[src/rtl/pm_config_pkg.sv]
// Shared types for the pixel-matrix digital config shifter.
// Word layout is {res[23:0], th[7:0]}, bit 31 shifted first.
package pm_config_pkg;

  localparam int PM_CFG_WORD_W = 32;

  typedef logic [PM_CFG_WORD_W-1:0] pm_cfg_word_t;

  typedef enum logic [1:0] {
    IDLE  = 2'd0,
    SHIFT = 2'd1,
    LATCH = 2'd2
  } pm_shift_state_t;

endpackage

[src/rtl/soc_pm_digital_config.sv]
// SoC digital config bundle: pixel resolution and threshold fields.
// The SoC register drives master; the matrix-side shifter is slave.
interface soc_pm_digital_config;

  logic [23:0] res;
  logic [7:0]  th;

  modport master (output res, output th);
  modport slave  (input res, input th);

endinterface

[src/rtl/pm_sclk_divider.sv]
// Serial clock divider: CLK_DIV cycles per phase, low phase first.
// phase_end closes a phase; bit_end closes the high phase of a bit.
module pm_sclk_divider #(
  parameter int CLK_DIV = 2
) (
  input  logic clk,
  input  logic rst,
  input  logic clear,
  input  logic run,
  output logic phase_nxt,
  output logic phase_end,
  output logic bit_end
);

  localparam int DW = $clog2(CLK_DIV + 1);
  localparam logic [DW-1:0] DIV_LAST = DW'(CLK_DIV - 1);

  logic [DW-1:0] div_cnt;
  logic [DW-1:0] div_nxt;
  logic          phase;

  assign phase_end = run && (div_cnt == DIV_LAST);
  assign bit_end   = phase_end && phase;

  always_comb begin
    div_nxt   = div_cnt;
    phase_nxt = phase;
    if (clear) begin
      div_nxt   = '0;
      phase_nxt = 1'b0;
    end else if (phase_end) begin
      div_nxt   = '0;
      phase_nxt = ~phase;
    end else if (run) begin
      div_nxt = div_cnt + 1'b1;
    end
  end

  always_ff @(posedge clk) begin
    if (rst) begin
      div_cnt <= '0;
      phase   <= 1'b0;
    end else begin
      div_cnt <= div_nxt;
      phase   <= phase_nxt;
    end
  end

endmodule

[src/rtl/pm_digital_config_shifter.sv]
// Shifts the SoC config word into the pixel-matrix chain, then latches it.
// Define PM_CONFIG_READBACK_EN to add chain readback and mismatch flag.
module pm_digital_config_shifter
  import pm_config_pkg::*;
#(
  parameter int CLK_DIV = 2,
  parameter int WORD_W  = PM_CFG_WORD_W
) (
  input  logic                       clk,
  input  logic                       rst,
  soc_pm_digital_config.slave        digital_config,
  input  logic                       force_update,
  output logic                       busy,
  output logic                       done,
  output logic                       pm_sclk,
  output logic                       pm_sdata,
  output logic                       pm_latch
`ifdef PM_CONFIG_READBACK_EN
  ,
  input  logic                       pm_sret,
  output pm_cfg_word_t               readback,
  output logic                       readback_err
`endif
);

  localparam logic [4:0] TOP_BIT = 5'(WORD_W - 1);

  pm_shift_state_t state;
  pm_shift_state_t state_n;
  pm_cfg_word_t    word;
  pm_cfg_word_t    shadow;
  pm_cfg_word_t    shadow_n;
  logic [4:0]      bit_cnt;
  logic [4:0]      bit_n;
  logic            pending;
  logic            pending_n;
  logic            done_n;
  logic            run;
  logic            clear;
  logic            phase_nxt;
  logic            phase_end;
  logic            bit_end;

  assign word  = {digital_config.res, digital_config.th};
  assign run   = (state != IDLE);
  assign clear = (state_n != state);

  pm_sclk_divider #(
    .CLK_DIV (CLK_DIV)
  ) u_div (
    .clk       (clk),
    .rst       (rst),
    .clear     (clear),
    .run       (run),
    .phase_nxt (phase_nxt),
    .phase_end (phase_end),
    .bit_end   (bit_end)
  );

  always_comb begin
    state_n   = state;
    shadow_n  = shadow;
    bit_n     = bit_cnt;
    pending_n = pending | force_update;
    done_n    = 1'b0;
    unique case (state)
      IDLE: begin
        if (pending || force_update || (word != shadow)) begin
          shadow_n  = word;
          pending_n = 1'b0;
          bit_n     = TOP_BIT;
          state_n   = SHIFT;
        end
      end
      SHIFT: begin
        if (bit_end) begin
          if (bit_cnt == 5'd0) state_n = LATCH;
          else bit_n = bit_cnt - 5'd1;
        end
      end
      LATCH: begin
        if (phase_end) begin
          state_n = IDLE;
          done_n  = 1'b1;
        end
      end
      default: state_n = IDLE;
    endcase
  end

  // Outputs come straight from flops, decoded from next-state values.
  always_ff @(posedge clk) begin
    if (rst) begin
      state    <= IDLE;
      shadow   <= '0;
      bit_cnt  <= '0;
      pending  <= 1'b1;
      busy     <= 1'b0;
      done     <= 1'b0;
      pm_sclk  <= 1'b0;
      pm_sdata <= 1'b0;
      pm_latch <= 1'b0;
    end else begin
      state    <= state_n;
      shadow   <= shadow_n;
      bit_cnt  <= bit_n;
      pending  <= pending_n;
      busy     <= (state_n != IDLE);
      done     <= done_n;
      pm_sclk  <= (state_n == SHIFT) && phase_nxt;
      pm_sdata <= (state_n == SHIFT) && shadow_n[bit_n];
      pm_latch <= (state_n == LATCH);
    end
  end

`ifdef PM_CONFIG_READBACK_EN
  pm_cfg_word_t sreg;
  pm_cfg_word_t last_sent;
  logic         mism_q;
  logic         sclk_rise;
  logic         latch_entry;
  logic         mism;

  assign sclk_rise   = (state_n == SHIFT) && phase_nxt && !pm_sclk;
  assign latch_entry = (state == SHIFT) && (state_n == LATCH);
  assign mism        = (sreg != last_sent);

  // Error raises at latch entry and holds until the next transfer's done.
  always_ff @(posedge clk) begin
    if (rst) begin
      sreg         <= '0;
      last_sent    <= '0;
      readback     <= '0;
      readback_err <= 1'b0;
      mism_q       <= 1'b0;
    end else begin
      if (sclk_rise) sreg <= {sreg[WORD_W-2:0], pm_sret};
      if (latch_entry) begin
        readback  <= sreg;
        last_sent <= shadow;
        mism_q    <= mism;
        if (mism) readback_err <= 1'b1;
      end
      if (done_n) readback_err <= mism_q;
    end
  end
`endif

endmodule

[src/flat_wrapper.sv]
// flat-port wrapper written by rule: the top's interface ports become plain ports
module pm_digital_config_shifter_flat import pm_config_pkg::*;
#(
  parameter int CLK_DIV = 2,
  parameter int WORD_W  = PM_CFG_WORD_W
)
  (clk, rst, force_update, busy, done, pm_sclk, pm_sdata, pm_latch, digital_config_res, digital_config_th);
  soc_pm_digital_config digital_config_i ();
  input  logic clk;
  input  logic rst;
  input  logic force_update;
  output logic busy;
  output logic done;
  output logic pm_sclk;
  output logic pm_sdata;
  output logic pm_latch;
  input wire logic [$bits(digital_config_i.res)-1:0] digital_config_res;
  input wire logic [$bits(digital_config_i.th)-1:0] digital_config_th;
  assign digital_config_i.res = digital_config_res;
  assign digital_config_i.th = digital_config_th;
  pm_digital_config_shifter #(.CLK_DIV(CLK_DIV), .WORD_W(WORD_W)) u_core (.clk(clk), .rst(rst), .digital_config(digital_config_i), .force_update(force_update), .busy(busy), .done(done), .pm_sclk(pm_sclk), .pm_sdata(pm_sdata), .pm_latch(pm_latch));
endmodule
[config.mk]
export PLATFORM = sky130hd
export DESIGN_NAME = pm_digital_config_shifter_flat
export DESIGN_NICKNAME = d
export VERILOG_FILES = /design/src/rtl/pm_config_pkg.sv /design/src/rtl/soc_pm_digital_config.sv /design/src/rtl/pm_sclk_divider.sv /design/src/rtl/pm_digital_config_shifter.sv /design/src/flat_wrapper.sv
export SDC_FILE = /design/constraint.sdc
export NUM_CORES = 1
export LEC_CHECK = 0
export BUFFER_PORTS_ARGS = -buffer_cell sky130_fd_sc_hd__buf_2
export CORE_MARGIN = 2
export CORE_UTILIZATION = 58
export DETAILED_ROUTE_END_ITERATION = 7
export PLACE_DENSITY = 0.76
export REMOVE_ABC_BUFFERS = 1
export SLEW_MARGIN = 10
export SYNTH_ARGS = -nofsm -noshare
export SYNTH_HDL_FRONTEND = slang
export SYNTH_SLANG_ARGS = --single-unit
[constraint.sdc]
create_clock -name clk -period 4.8 [get_ports clk]
set_input_delay 1.44 -clock clk [delete_from_list [all_inputs] [get_ports clk]]
set_output_delay 1.44 -clock clk [all_outputs]
set_load 0.05 [all_outputs]
After elaboration in Yosys (flattened, before gate mapping)
Cells that the tools add are included.
Operators by class
  reduce and logical (&&, ||, !) cells: 12
  $mul: 0
  add/sub/neg operators: 2
  eq/ne operators: 7
  shifts and indexed selects: 0
  multiplexer cells: 18
  div/mod/pow operators: 0
  bitwise logic cells: 3
  $lt $le $gt $ge: 1
Operator list (number)
  2-to-1 mux 32 bit: 2
  inequality test 32 bit: 1
  2-to-1 mux 5 bit: 3
  one-hot mux 5 bit (2 select lines): 1
  2-to-1 mux 2 bit: 4
  == test 2 x 1 -> 1 bit (second input constant): 3
  less-than comparator 5 x 6 -> 1 bit (second input constant): 1
  2-to-1 mux 1 bit: 6
  one-hot mux 2 bit (3 select lines): 1
  binary-select mux 1 bit (select 5 bit): 1
  logical NOT 5 bit: 1
  subtractor 5 x 1 -> 5 bit (second input constant): 1
  == test 2 bit (second input constant): 2
  logical AND 1 bit: 4
  nonzero test 2 bit: 2
  OR reduction 3 bit: 1
  adder 2 x 1 -> 2 bit (second input constant): 1
  logical NOT 2 bit: 1
  logical OR 1 bit: 2
  inequality test 2 bit: 1
  inverter 1 bit: 2
  OR reduction 2 bit: 1
  OR 1 bit: 1
Word-level totals
  bits in writable memories: 0
  memories kept: 0
  bits in latches: 0
  register bits after elaboration: 48
  bits in read-only memories: 0

Longest topological paths before layout
  word-level depth: 8
  depth in mapped cells: 16
  mapped depth without buffers: 13

By module
From an unflattened synthesis, not the netlist that was laid out.
Second synthesis, totals
  cells, all modules: 306
  area, all modules: 2836.5 sq um
Modules (own cells, without submodules)
  pm_digital_config_shifter: cells an instance 289, sequential area each 900.9 sq um, instances 1, area each 2683.8 sq um
  pm_sclk_divider: cells an instance 17, sequential area each 60.1 sq um, instances 1, area each 152.6 sq um

Worst setup path before layout
No wires, ideal clock.
  kind: input to register
  start: input port digital_config_res[16]
  end: register u_core.pm_sdata
  arrival time: 3.542 ns
  stages: 9
  data required time: 4.708 ns
  path slack: 1.165 ns
  path through: xnor2_1 nand4_1 nor4_4 nand3_2 o311a_4 a21boi_1 o2111a_1 or4_1 o32ai_1
Between the ends
  word-level cells in the longest chain between the ends: 7
RTL lines
  from (decl): line flat_wrapper.sv:17  | input wire logic [$bits(digital_config_i.res)-1:0] digital_config_res;
  inequality test 32 bit: line pm_digital_config_shifter.sv:68  | if (pending || force_update || (word != shadow)) begin
  logical OR 1 bit: line pm_digital_config_shifter.sv:68
  2-to-1 mux 5 bit or 2-to-1 mux 32 bit (tied branches): line pm_digital_config_shifter.sv:68
  one-hot mux 5 bit (2 select lines) or 2-to-1 mux 32 bit (tied branches): line pm_digital_config_shifter.sv:66  | unique case (state)
  binary-select mux 1 bit (select 5 bit): line pm_digital_config_shifter.sv:111  | pm_sdata <= (state_n == SHIFT) && shadow_n[bit_n];
  2-to-1 mux 1 bit (implied by the code): line pm_digital_config_shifter.sv:111
  logical AND 1 bit *: line pm_digital_config_shifter.sv:111
  to (signal assigned): line pm_digital_config_shifter.sv:111
  to (decl): line pm_digital_config_shifter.sv:16  | output logic pm_sdata,
Every way passes the cells marked *; elsewhere a longest branch is shown, timed or not. The select of a mux whose other input is x is not followed.
A chain may end at the register's enable or synchronous reset.

Worst setup path after layout
  start: input port digital_config_res[7]
  end: register u_core.pm_sdata
Same word-level chain as after synthesis.

==> summary.txt <==
Power and ir drop
  – Register share of total power: 0.505
  – Leak Pwr: 1.32 nW
  – Internal: 0.628 mW
  – Power after layout: 0.909 mW
  – Switching power total: 0.281 mW
  – Max VDD drop: 0.186 mV
  – Comb pwr share: 0.223
  – Switching part of the total: 0.309
  – Clock Power Share: 0.272
  – Pwr/cell area: 276 nW/um^2

Global route
  – Pin count of the biggest net entering global routing: 46
  – Vias in the first global route: 2532
  – Initial antenna violation count: 0
  – Grt ovf: 0
  – Total Routing Usage GR: 0.281
  – First-pass GRT wire length: 12.1 mm

Critical path
  – Critical Path Start Type: primary input
  – Worst Path Arrival: 4.10 ns
  – Worst path cell trace: buf_2 -> xor2_1 -> nor4_1 -> and4bb_1 -> nand3_2 -> o21ai_2 -> a21boi_1 -> o2111a_1 -> or4_1 -> o32ai_1
  – Levels on crit path: 10
  – CP max stage delay: 0.47 ns
  – Crit end category: flop
  – Max FO, Critical Path: 8
  – CP Class: in2reg
  – Worst R2R Setup Slack: 1.07 ns
  – Slowest CP cell: or4_1
  – CP required: 5.01 ns
  – Top delay family on crit path: simple AND/OR/NAND/NOR gates
  – Cells on worst reg2reg path: 11
  – Buf/Inv on CP: 1

Cells and area
  – ANT cells: 0
  – P&R area growth vs syn: 11.9%
  – Footprint of the multi-input gates: 1860 sq um
  – Fillers: 453
  – Share of cells above drive strength 1: 0.166
  – Cell Count, Final, Fillers Out: 483
  – FF+latch area: 961 sq um
  – Final nets: 454
  – Layout Utilization: 0.684

Routing
  – Pre-Repair DR Iteration Count: 5
  – ANT nets after route: 0
  – Total wire length: 7.63 mm
  – Routed vias/inst: 5.98
  – Starting DRT DRC Count: 232
  – Vias post-DR: 2889
  – Post-route DRC: 0
  – Avg WL per Cell: 15.8 microns

Floorplan
  – Die Wd: 75.3 microns
  – Core Region: 4820 sq um
  – I/O pins: 40
  – Initial Util: 0.611
  – Row count: 25
  – Die area: 5660 sq um
  – Die height: 75.3 microns

Timing
  – Final period util: 0.810
  – F_max: 0.257 GHz
  – Hold Vio Cnt, Final: 0
  – Worst slew pin tran: 0.958 ns
  – RSZ-0062 raised after global routing: false
  – Setup TNS: 0 ns
  – Max Slew Vio Count: 0
  – Count of final setup violators: 0
  – Post-route minimum period: 3.89 ns
  – Slew headroom: 0.359
  – Max Clock Skew: 0.00436 ns

Yosys
  – Synth area leader: dfxtp_1
  – Syn Inst Count: 382
  – Post-synth top flop: dfxtp_1
  – Number of flops mapped to enable cells by yosys: 0
  – Count of different cell masters after synthesis: 62
  – Mean area per synthesized cell: 7.71 sq um
  – Mapped Area: 2950 sq um
  – Ys Warns: 0
  – Most common cell in the synthesized netlist: nand2_1
  – Sequential-to-total area share from yosys stat: 0.326
  – Post-synthesis register bit count: 48
  – Top cells by instance count after synthesis: 77 x nand2_1, 48 x dfxtp_1, 45 x a21oi_1
  – Leading post-synthesis cells by cell area: dfxtp_1 33%, nand2_1 9.8%, a21oi_1 7.6%
  – Async SR Flop Fraction: 0
  – Post-synth top area share: 0.326

Clock tree
  – Clock buffer count from CTS: 5
  – Clk Latency, worst-skew pair: 0.30 ns
  – Clock tree buffer depth: 2
  – # resized after CTS: 0
  – Cts-stage hold buffer count: 0
  – CTS tree: done
  – Clock transition at the registers of the reported paths: 0.08 ns
  – Sink Count: 48
  – Clk Tree Root Cell: clkbuf_8
  – H-tree depth: 2
  – Post-CTS setup buffers: 0

Placement
  – Routability Congestion: 0.962
  – Dpl cells: 475
  – Dpl hpwl: 5.53 mm
  – Port Buffer Count: 39

Flow run
  – Max-Cap Viols: 0

Hold path
  – WHS Path Cells: 2
  – Hold Path Class: reg2reg

Run status
  – Status: complete, no violations
-- placed cells by master, fill, tap and decap left out, types with 3 or more instances in the layout --
master,netlist,final
buf_4,0,10
buf_2,3,39
nand2b_1,6,6
nor2b_1,6,6
xor2_1,12,12
nand2_1,77,77
clkbuf_8,0,6
nand4_1,8,8
nor3b_1,3,3
o21ai_1,4,4
nor4_1,4,4
a31oi_1,5,4
ha_1,4,4
nor2_1,25,25
a21oi_1,45,45
nor3_1,8,8
mux2i_1,8,8
a211oi_1,7,7
dfxtp_1,48,48
o32ai_1,3,3
xnor2_1,22,22
o21ai_0,4,4
nand3_1,7,7
inv_1,8,8
-- stage by stage --
step | area (sq um) | hold slack [ns] | setup slack [ns]
after floorplan | 2850 | 0.447 | 0.964
after global placement | 3210 | 0.468 | 0.692
after detailed placement | 3210 | 0.475 | 0.633
after CTS | 3300 | 0.487 | 0.948
after global routing | 3300 | 0.515 | 0.759
final | 3300 | 0.484 | 0.914
-- routing by layer --
metal  global-route usage  up-vias  wire length, microns  part of all wire
met5                    0        -                     0                 0
met4               0.0819        0                   106             0.014
met3               0.0482       15                   534             0.070
met2                0.462      120                  3590              0.47
met1                0.379     1348                  3400              0.45
li1                     -     1406                     -                 -
-- registers in the layout (all words and copies together), names as in the netlist --
name,cells
u_core.state,2
u_core.shadow,32
u_core.u_div.phase,1
u_core.pending,1
u_core.u_div.div_cnt,2
u_core.bit_cnt,5
u_core.busy,1
u_core.pm_sdata,1
u_core.pm_latch,1
u_core.done,1
u_core.pm_sclk,1
-- cell type report --
cell class / instances / area share
sequential: 48 / 0.291
clock buffer: 8 / 0.0273
multi-input combinational: 303 / 0.565
inverter: 8 / 0.00911
tap: 67 / 0.0254
timing repair buffer: 49 / 0.0820
-- tightest hold or removal path: cells and delay by family (launching register included) --
family          cells  cell delay [ns]
flops               1             0.33
simple gates        1             0.06
compound gates      1             0.05
-- power by group through the flow --
| stage | combinational (mW) | sequential, mW | clock [mW] |
|---|---|---|---|
| floorplan | 0.128 | 0.463 | 0 |
| global placement | 0.198 | 0.466 | 0 |
| detailed placement | 0.200 | 0.467 | 0 |
| CTS | 0.201 | 0.457 | 0.252 |
| global route | 0.223 | 0.462 | 0.269 |
| finish | 0.203 | 0.459 | 0.247 |
-- worst paths after layout --
check,endpoint,startpoint
max reg2reg,u_core.pm_sdata$_SDFF_PP0_,u_core.bit_cnt[0]$_SDFF_PP0_
min reg2reg,u_core.shadow[9]$_SDFF_PP0_,u_core.shadow[9]$_SDFF_PP0_
min,u_core.shadow[9]$_SDFF_PP0_,u_core.shadow[9]$_SDFF_PP0_
max,u_core.pm_sdata$_SDFF_PP0_,digital_config_res[7]
-- cell families (layout without fill, tap and decap cells) --
kind of cell / Yosys count / after routing / share of synthesized area
AO/OA/AOI/OAI: 92 / 92 / 0.201
XOR/XNOR: 34 / 34 / 0.101
adder cells (fa/ha/maj): 4 / 4 / 0.0170
buffers and inverters: 31 / 65 / 0.0438
flip-flops: 48 / 48 / 0.326
multiplexers: 9 / 9 / 0.0310
AND/OR/NAND/NOR: 164 / 164 / 0.280
Power figures use the tool's default switching activity.
